==> config.mk <==
export PLATFORM = sky130hd
export DESIGN_NAME = frame_strobe_writer_flat
export DESIGN_NICKNAME = d
export VERILOG_FILES = /design/src/rtl/frame_strobe_writer_if.sv /design/src/rtl/frame_strobe_writer.sv /design/src/flat_wrapper.sv
export SDC_FILE = /design/constraint.sdc
export NUM_CORES = 1
export LEC_CHECK = 0
export CORE_UTILIZATION = 25
export DETAILED_ROUTE_END_ITERATION = 8
export SYNTH_ARGS = -nofsm -noshare
export SYNTH_HDL_FRONTEND = slang
export SYNTH_SLANG_ARGS = --single-unit
==> constraint.sdc <==
create_clock -name UserCLK -period 2.8 [get_ports UserCLK]
set_clock_uncertainty 0.05 [all_clocks]
set_input_delay 0.56 -clock UserCLK [delete_from_list [all_inputs] [get_ports UserCLK]]
set_output_delay 0.56 -clock UserCLK [all_outputs]
set_load 0.005 [all_outputs]
==> src/rtl/frame_strobe_writer_if.sv <==
// Configuration word stream feeding one column's frame strobe writer.
interface frame_strobe_writer_if #(
  parameter int FrameBitsPerRow = 32
);
  logic                       cfg_valid;
  logic                       cfg_ready;
  logic [FrameBitsPerRow-1:0] cfg_data;

  modport master (output cfg_valid, output cfg_data, input cfg_ready);
  modport slave  (input cfg_valid, input cfg_data, output cfg_ready);
endinterface

==> src/rtl/frame_strobe_writer.sv <==
// Assembles NumRows configuration words onto FrameData, then pulses one FrameStrobe line
// for StrobeCycles cycles followed by a single data-hold cycle.
module frame_strobe_writer #(
  parameter int MaxFramesPerCol = 20,
  parameter int FrameBitsPerRow = 32,
  parameter int NumRows         = 4,
  parameter int StrobeCycles    = 2
) (
  input  logic                                UserCLK,
  input  logic                                resetn,
  frame_strobe_writer_if.slave                cfg,
  output logic [NumRows*FrameBitsPerRow-1:0]  FrameData,
  output logic [MaxFramesPerCol-1:0]          FrameStrobe,
  output logic                                frame_done,
  output logic                                frame_err,
  input  logic                                err_clr,
  output logic                                busy
);
  localparam int RowW = (NumRows > 1) ? $clog2(NumRows) : 1;
  localparam int StbW = (StrobeCycles > 1) ? $clog2(StrobeCycles) : 1;
  localparam logic [RowW-1:0] LastRow  = RowW'(NumRows - 1);
  localparam logic [StbW-1:0] LastStb  = StbW'(StrobeCycles - 1);
  localparam logic [8:0]      IdxLimit = 9'(MaxFramesPerCol);

  typedef enum logic [2:0] {IDLE, DATA, DROP, STROBE, HOLD} state_t;

  state_t                                   state, state_next;
  logic [7:0]                               idx, idx_next;
  logic [RowW-1:0]                          row_cnt, row_cnt_next;
  logic [StbW-1:0]                          stb_cnt, stb_cnt_next;
  logic [NumRows-1:0][FrameBitsPerRow-1:0]  rows, rows_next;
  logic [MaxFramesPerCol-1:0]               strobe_next;
  logic                                     done_next, err_set, err_next, ready_next;
  logic                                     accept, is_header, idx_ok;

  assign accept    = cfg.cfg_valid & cfg.cfg_ready;
  assign is_header = cfg.cfg_data[FrameBitsPerRow-1];
  assign idx_ok    = {1'b0, cfg.cfg_data[7:0]} < IdxLimit;
  assign busy      = (state != IDLE);
  assign FrameData = rows;

  // NOTE: every signal written here gets its default first, so no path can infer a latch.
  always_comb begin
    state_next   = state;
    idx_next     = idx;
    row_cnt_next = row_cnt;
    stb_cnt_next = stb_cnt;
    rows_next    = rows;
    strobe_next  = FrameStrobe;
    done_next    = 1'b0;
    err_set      = 1'b0;

    unique case (state)
      IDLE: begin
        if (accept && is_header) begin
          row_cnt_next = '0;
          if (idx_ok) begin
            idx_next   = cfg.cfg_data[7:0];
            state_next = DATA;
          end else begin
            err_set    = 1'b1;
            state_next = DROP;
          end
        end
      end
      DATA: begin
        if (accept) begin
          rows_next[row_cnt] = cfg.cfg_data;
          if (row_cnt == LastRow) begin
            state_next   = STROBE;
            stb_cnt_next = '0;
            strobe_next  = MaxFramesPerCol'(1) << idx;
          end else begin
            row_cnt_next = row_cnt + 1'b1;
          end
        end
      end
      DROP: begin
        // Words of a rejected frame are consumed so the stream stays aligned on headers.
        if (accept) begin
          if (row_cnt == LastRow) state_next = IDLE;
          else                    row_cnt_next = row_cnt + 1'b1;
        end
      end
      STROBE: begin
        if (stb_cnt == LastStb) begin
          state_next  = HOLD;
          strobe_next = '0;
          done_next   = 1'b1;
        end else begin
          stb_cnt_next = stb_cnt + 1'b1;
        end
      end
      HOLD:    state_next = IDLE;
      default: state_next = IDLE;
    endcase
  end

  // A new error takes priority over a simultaneous clear.
  assign err_next   = err_set | (frame_err & ~err_clr);
  assign ready_next = (state_next == IDLE) || (state_next == DATA) || (state_next == DROP);

  // NOTE: state is updated with non-blocking assignments so every flop samples pre-edge values.
  always_ff @(posedge UserCLK or negedge resetn) begin
    if (!resetn) begin
      state         <= IDLE;
      idx           <= '0;
      row_cnt       <= '0;
      stb_cnt       <= '0;
      // NOTE: the row store is plain flops driving FrameData, so it clears on reset like any other state.
      rows          <= '0;
      FrameStrobe   <= '0;
      frame_done    <= 1'b0;
      frame_err     <= 1'b0;
      cfg.cfg_ready <= 1'b0;
    end else begin
      state         <= state_next;
      idx           <= idx_next;
      row_cnt       <= row_cnt_next;
      stb_cnt       <= stb_cnt_next;
      rows          <= rows_next;
      FrameStrobe   <= strobe_next;
      frame_done    <= done_next;
      frame_err     <= err_next;
      cfg.cfg_ready <= ready_next;
    end
  end
endmodule

==> src/flat_wrapper.sv <==
// flat-port wrapper written by rule: the top's interface ports become plain ports
module frame_strobe_writer_flat 
#(
  parameter int MaxFramesPerCol = 20,
  parameter int FrameBitsPerRow = 32,
  parameter int NumRows         = 4,
  parameter int StrobeCycles    = 2
)
  (UserCLK, resetn, FrameData, FrameStrobe, frame_done, frame_err, err_clr, busy, cfg_cfg_valid, cfg_cfg_data, cfg_cfg_ready);
  frame_strobe_writer_if #(.FrameBitsPerRow(FrameBitsPerRow)) cfg_i ();
  input  logic UserCLK;
  input  logic resetn;
  output logic [NumRows*FrameBitsPerRow-1:0] FrameData;
  output logic [MaxFramesPerCol-1:0] FrameStrobe;
  output logic frame_done;
  output logic frame_err;
  input  logic err_clr;
  output logic busy;
  input wire logic [$bits(cfg_i.cfg_valid)-1:0] cfg_cfg_valid;
  input wire logic [$bits(cfg_i.cfg_data)-1:0] cfg_cfg_data;
  output wire logic [$bits(cfg_i.cfg_ready)-1:0] cfg_cfg_ready;
  assign cfg_i.cfg_valid = cfg_cfg_valid;
  assign cfg_i.cfg_data = cfg_cfg_data;
  assign cfg_cfg_ready = cfg_i.cfg_ready;
  frame_strobe_writer #(.MaxFramesPerCol(MaxFramesPerCol), .FrameBitsPerRow(FrameBitsPerRow), .NumRows(NumRows), .StrobeCycles(StrobeCycles)) u_core (.UserCLK(UserCLK), .resetn(resetn), .cfg(cfg_i), .FrameData(FrameData), .FrameStrobe(FrameStrobe), .frame_done(frame_done), .frame_err(frame_err), .err_clr(err_clr), .busy(busy));
endmodule
==> flow_summary.toml, run 1 <==
[outcome]
status = "finished clean"

[yosys]
yosysUniqueCellTypes = 38
yosysSeqAreaShare_pct = 63.0
yosysWarnings = 0
netlist.area_leader.share_pct = 63.0
syn_nets = 465
syn_area_um2 = 6560
ys_top_cells_by_area = "dfrtp_1 (63%), mux2_2 (17%), mux2_4 (6.9%)"
ys_ff_latch = 165
avgSynthCellArea_um2 = 15.4
synth_cells = 425
synth_largest_area_cell = "dfrtp_1"
synth_ff_type = "dfrtp_1"
synthArstFlopShare_pct = 100
synth_edf_count = 0

[drt]
drt-initial-drc-count = 161
drc = 0
routed_wl_um = 16200
wl_per_cell_um = 16.7
dr.pass1.iters = 4
vias = 4114
ant_nets = 0
viasPerCell = 4.23

[critical_path]
path_max_fanout = 8
cp.arrival_ps = 1890
critPathKind = "flop to primary output"
end_kind = "primary output"
rr_worst_depth = 4
start_kind = "flop"
rrSetupSlack_ps = 870
r2r-end = "u_core.FrameData[17]"
worstPathRequired_ps = 2190
r2r-start = "u_core.state[1]"

[power]
p_per_area_nw_per_um2 = 666
p_total_uw = 6350
p_leak_uw = 0.00442
ir_drop_v = 0.000381

[floorplan]
die_area_um2 = 26900
initial_core_util_pct = 25.7
die_y_um = 164
die_w_um = 164
coreArea_um2 = 25500
rows = 58
ios = 188

[clocking]
cts_sinks = 165
postCtsHoldBufs = 0
path_clk_slew_ps = 70
clkLatencyLatePin_ps = 420
cts_buffers = 17
cts_tree = "done"
cts_resized = 0
h-tree-depth = 4
post_cts_buffers = 0
cts-root-buf = "clkbuf_16"
cts_buffer_depth = 2

[worst_hold_path]
hp-class = "input port to asynchronous set/reset pin"

[cells_and_area]
diodes = 0
fin_util_pct = 37.4
area_growth_pct = 45.4
drive_gt1_share_pct = 29.4
fillers = 2442
nets = 670

[sta]
maxSlewHeadroom_pct = 55.3
worst_slew_pin_slew_ps = 670
max_freq_mhz = 399
fin_crit_sh_pct = 89.4
final_max_slew_viol_count = 0
timing_hold_violations_final = 0
finalSetupViolations = 0
period_needed_ps = 2500
hold_ws_ps = 102
fin_setup_tns_ps = 0
setup_ws_ps = 296
rsz0062_at_grt = "no"

[placement]
gp_congestion = 0.734
numPortBuffers = 187
pre_cts_ws_ps = 265
dp_hpwl_um = 11200

[grt]
grt_pass1_wl_um = 25500
grt_max_degree = 66
grt_pass1_vias = 4280
antenna_found_initial = 0
grt-ovfl-total = 0
track_usage_pct = 12.6

[job]
drv_cap = 0
cell usage in the layout, fill, tap and decap left out, types with 2 or more instances in the layout:
master           netlist  layout
clkdlybuf4s50_1        0     186
dfrtp_1              165     165
mux2_2               100     100
nand2_1               33      33
mux2_4                30      30
clkbuf_16              0      17
o31ai_1               16      16
buf_4                  8      12
nor2_1                 6       6
buf_12                 0       6
inv_1                  5       5
mux2_1                 4       4
o22ai_1                4       4
ha_1                   4       4
nor2b_1                3       3
o21ai_0                3       3
nand2b_1               3       3
and2_1                 3       3
bufinv_16              0       3
clkinv_4               0       3
nand3_2                2       2
nand3_1                2       2
a21oi_1                2       2
and3b_1                2       2
nor4b_4                2       2
nand3b_1               2       2
nor3b_1                2       2
clkbuf_8               0       2
clkbuf_1               1       2
clkinvlp_4             0       2
clkinv_2               0       2
metrics by stage:
| step | cells | area (um^2) |
|---|---|---|
| finish | 973 | 9530 |
| global route | 973 | 9530 |
| CTS | 973 | 9530 |
| detailed placement | 941 | 8920 |
| global placement | 941 | 8920 |
| floorplan | 425 | 6560 |
cell type report:
type | count | area [um^2] | share of cell area [%]
Sequential cell | 165 | 4130 | 43.3
Inverter | 5 | 18.8 | 0.197
Clock inverter | 11 | 150 | 1.58
Clock buffer | 21 | 460 | 4.83
Timing Repair Buffer | 205 | 2080 | 21.9
Tap cell | 330 | 413 | 4.33
Multi-Input combinational cell | 236 | 2280 | 23.9
worst max-delay path, stage by stage, from the launching register on:
cell and delay (ps):
dfrtp_1 520, or3_1 450, clkdlybuf4s50_1 510
cells in the mapped netlist, types with 4 or more instances:
master and instances:
inv_1 5, nand2_1 33, mux2_2 100, o22ai_1 4, dfrtp_1 165, buf_6 4, buf_4 8, nor2_1 6
mux2_4 30, mux2_1 4, o31ai_1 16, buf_2 5, ha_1 4
where the power goes:
group / total, uW / leakage [uW] / internal, uW / switching, uW
Sequential: 2800 / 0.00227 / 2630 / 168
Combinational: 1110 / 0.00185 / 680 / 427
Clock: 2440 / 0.000294 / 1460 / 982
metal layers:
metal	wire length, um	global-route usage, %
met1	7410	16.6
met2	7710	19.5
met3	1040	4.55
met4	95	3.28
met5	0	0
flip-flops by register name, indices dropped and copies added (netlist names):
name,cells
u_core.row_cnt,2
u_core.FrameStrobe,20
u_core.FrameData,128
u_core.frame_err,1
u_core.idx,8
u_core.state,3
u_core.cfg.cfg_ready,1
u_core.frame_done,1
u_core.stb_cnt,1
kinds of logic after synthesis:
group                      Yosys count  synth area share [%]
AOI/OAI and AO/OA                   29                  3.19
adders and majority gates            4                 0.764
buffers and inverters               24                  2.40
DFF                                165                  63.0
muxes                              134                  24.7
and+or+nand+nor                     69                  5.92
worst max path at each step:
| stage | startpoint | to | slack, ps | cells after the start |
|---|---|---|---|---|
| final | u_core.state[2] | busy | 300 | 2 |
| after global routing | u_core.state[2] | busy | 230 | 2 |
| after CTS | u_core.state[2] | busy | 280 | 2 |
| after detailed placement | cfg_cfg_valid | u_core.FrameData[75] | 260 | 5 |
| after global placement | cfg_cfg_valid | u_core.FrameData[81] | 310 | 5 |
| after floorplan | cfg_cfg_valid | u_core.FrameData[65] | 910 | 5 |
Note: power is estimated with default switching activity, not from simulation.
==> run 2: changes to the inputs <==
Settings changed: CORE_ASPECT_RATIO from default to 2.
Clock period 2.8 ns to 3.2 ns, I/O delays scaled along.
==> flow_summary.toml, run 2 (synthesis results as in run 1) <==
[floorplan]
coreArea_um2 = 25800
rows = 83
ios = 188
die_area_um2 = 26900
initial_core_util_pct = 25.5
die_w_um = 117
die_y_um = 231

[grt]
grt_max_degree = 68
grt-ovfl-total = 0
track_usage_pct = 14.0
grt_pass1_wl_um = 27000
grt_pass1_vias = 4596
antenna_found_initial = 0

[placement]
numPortBuffers = 187
dp_hpwl_um = 12300
gp_congestion = 0.739

[cells_and_area]
final_common_cell = "clkdlybuf4s50_1"
diodes = 0
largest_reg_flops = 128
drive_gt1_share_pct = 28.3
final_cell_mix = "clkdlybuf4s50_1 (186), dfrtp_1 (165), mux2_2 (100)"
nets = 661
area_growth_pct = 43.6

[power]
ir_drop_v = 0.000593
p_total_uw = 5540
p_clk_share_pct = 38.3
p_seq_share_pct = 44.2
p_leak_uw = 0.00436
comb_power_share_pct = 17.5
intPower_uw = 4170
swShare_pct = 24.7
switchingPower_uw = 1370
p_per_area_nw_per_um2 = 588

[sta]
worst_slew_pin_slew_ps = 700
period_needed_ps = 2560
hold_ws_ps = 75.5
finalSetupViolations = 0
maxSlewHeadroom_pct = 53.4
fin_crit_sh_pct = 80.1
timing_hold_violations_final = 0
rsz0062_at_grt = "no"
fin_setup_tns_ps = 0
max_freq_mhz = 390
final_max_slew_viol_count = 0

[worst_hold_path]
hp-class = "input port to asynchronous set/reset pin"

[critical_path]
end_kind = "primary output"
path_max_fanout = 8
worstPathRequired_ps = 2510
cp.arrival_ps = 1870
critPathKind = "flop to primary output"
start_kind = "flop"

[clocking]
cts_buffers = 17
h-tree-depth = 4
post_cts_buffers = 0
clkLatencyLatePin_ps = 440
cts_buffer_depth = 2
postCtsHoldBufs = 0
cts-root-buf = "clkbuf_16"
cts_resized = 0
cts_sinks = 165
path_clk_slew_ps = 60
cts_tree = "done"

[drt]
wl_per_cell_um = 17.8
drc = 0
drt-initial-drc-count = 147
routed_wl_um = 17300
dr.pass1.iters = 4
viasPerCell = 4.27
ant_nets = 0
vias = 4147

[outcome]
status = "finished clean"

[job]
drv_cap = 0
[run 2: final cells by class]
class                   instances  area (um^2)
clock buffers                  21          470
clock inverters                 9          128
fillers                      2558        16300
inverters                       5         18.8
multi-input cells             236         2280
flip-flops and latches        165         4130
well taps                     340          425
repair buffers                196         1970
[run 2: worst paths after layout]
kind	from	endpoint	slack, ps	cells after the start
min in group UserCLK	u_core.FrameStrobe[8]	u_core.FrameStrobe[8]	420	2
max in group asynchronous	resetn	u_core.FrameData[55]	2310	2
min	resetn	u_core.FrameData[72]	80	1
max	u_core.state[2]	busy	640	2
min reg2reg	u_core.FrameStrobe[8]	u_core.FrameStrobe[8]	420	2
max reg2reg	u_core.row_cnt[0]	u_core.FrameData[80]	1150	5
[run 2: stage by stage]
step	util (%)	std cells	area, um^2	worst slack (ps)
6_report	36.5	972	9410	638
5_1_grt	36.5	972	9410	543
4_1_cts	36.5	972	9410	590
3_5_place_dp	34.2	942	8810	444
3_3_place_gp	34.2	942	8810	447
2_1_floorplan	-	425	6560	1230
[run 2: worst max-delay path, cell delays in order (launching register included)]
cell and delay [ps]:
dfrtp_1 510, or3_1 460, clkdlybuf4s50_1 460
[run 2: power by group through the flow]
stage / clock network, uW / logic (uW) / registers, uW
after floorplan: 0 / 381 / 2470
final: 2120 / 968 / 2450
after detailed placement: 0 / 984 / 2490
after global placement: 0 / 974 / 2480
after CTS: 2200 / 990 / 2450
after global routing: 2260 / 1050 / 2480
[run 2: layer usage]
metal	track usage, %	vias to the layer above	share of wire [%]
li1	-	1891	-
met1	13.9	2104	35
met2	25.4	116	57
met3	3.89	36	4.1
met4	8.01	0	4.0
met5	0	-	0
==> run 3: changes to the inputs <==
Clock period 3.2 ns to 2.2 ns, I/O delays scaled along.
==> flow_summary.toml, run 3 (synthesis results as in run 1) <==
[grt]
grt_pass1_vias = 4541
track_usage_pct = 14.1
antenna_found_initial = 0
grt_max_degree = 61
grt-ovfl-total = 0
grt_pass1_wl_um = 27100

[clocking]
clkLatencyLatePin_ps = 440
path_clk_slew_ps = 70
cts_buffer_depth = 2
h-tree-depth = 4
cts-root-buf = "clkbuf_16"
cts_sinks = 165
cts_tree = "done"
cts_buffers = 17

[sta]
maxSlewHeadroom_pct = 71.8
rsz0062_at_grt = "no"
hold_ws_ps = 422
fin_crit_sh_pct = 92.7
finalSetupViolations = 0
max_freq_mhz = 490
timing_hold_violations_final = 0
final_max_slew_viol_count = 0
worst_slew_pin_slew_ps = 424
period_needed_ps = 2040
setup_ws_ps = 160

[drt]
vias = 4218
drc = 0
drt-initial-drc-count = 130
viasPerCell = 4.25
routed_wl_um = 17700
dr.pass1.iters = 4
wl_per_cell_um = 17.9
ant_nets = 0

[cells_and_area]
final_common_cell = "clkdlybuf4s50_1"
diodes = 0
largest_reg_flops = 128
nets = 680
fillers = 2571
final_cell_mix = "clkdlybuf4s50_1 (185), dfrtp_1 (163), mux2_2 (100)"
multi_input_area_um2 = 2280
seqCellArea_um2 = 4130
area_growth_pct = 46.5
drive_gt1_share_pct = 30.8

[critical_path]
worstPathRequired_ps = 1710
path_max_fanout = 6
cp.arrival_ps = 1550
end_kind = "primary output"
start_kind = "flop"
critPathKind = "flop to primary output"

[placement]
dp_hpwl_um = 13200
gp_congestion = 0.755
numPortBuffers = 187
pre_cts_ws_ps = -180

[floorplan]
coreArea_um2 = 25800
initial_core_util_pct = 25.5
die_y_um = 231
die_area_um2 = 26900
die_w_um = 117
ios = 188
rows = 83

[outcome]
status = "finished clean"

[worst_hold_path]
hp-class = "flop to flop"

[power]
p_leak_uw = 0.00446
p_per_area_nw_per_um2 = 817
ir_drop_v = 0.000560

[job]
drv_cap = 0
==> run 3: timing repair <==
action,4_1_cts,5_1_grt
setup buffers,2,0
endpoints found under the setup margin,1,0
resized for setup,3,0
hold buffers,1,0
endpoints found under the hold margin,38,0
==> run 3: cell type report <==
type,instances,share of cell area [%]
Tap cell,340,4.43
Clock inverter,12,0.990
Multi-Input combinational cell,236,23.7
Sequential cell,165,43.0
Timing Repair Buffer,215,22.9
Clock buffer,20,4.76
Inverter,5,0.195
==> run 3: metrics by stage <==
stage / power (uW) / area (um^2) / TNS (ps) / std cells / utilization [%]
after global routing: 8210 / 9600 / 0 / 993 / 37.3
after floorplan: 4150 / 6560 / 0 / 425 / -
after global placement: 5080 / 9020 / -13740 / 958 / 35.0
final: 7840 / 9600 / 0 / 993 / 37.3
after detailed placement: 5100 / 9020 / -13250 / 958 / 35.0
after CTS: 8000 / 9600 / 0 / 993 / 37.3
==> run 3: worst paths after layout <==
| check | depth (start not counted) | startpoint | slack (ps) | end |
|---|---|---|---|---|
| setup / recovery | 2 | u_core.state[0] | 160 | busy |
| hold / removal | 2 | u_core.FrameStrobe[13] | 420 | u_core.FrameStrobe[13] |
| setup reg to reg | 5 | u_core.state[1] | 210 | u_core.FrameData[57] |
| hold reg to reg | 2 | u_core.FrameStrobe[13] | 420 | u_core.FrameStrobe[13] |
| max in group asynchronous | 3 | resetn | 970 | u_core.FrameData[93] |
| min in group asynchronous | 2 | resetn | 450 | u_core.FrameData[72] |
==> run 3: power by group <==
group | total (uW) | switching (uW) | internal (uW)
combinational | 1480 | 594 | 882
clock | 2820 | 1300 | 1520
sequential | 3550 | 193 | 3350
==> run 3: worst max-delay path: stages (launching register included) <==
cell	delay, ps
dfrtp_1	440
or3_1	380
dlygate4sd2_1	290
==> run 3: per-layer routing <==
layer	vias to the layer above	global-route usage [%]	wire, um
li1	1936	-	-
met1	2127	13.7	6190
met2	121	26.1	10100
met3	34	3.75	720
met4	0	7.65	708
met5	-	0	0
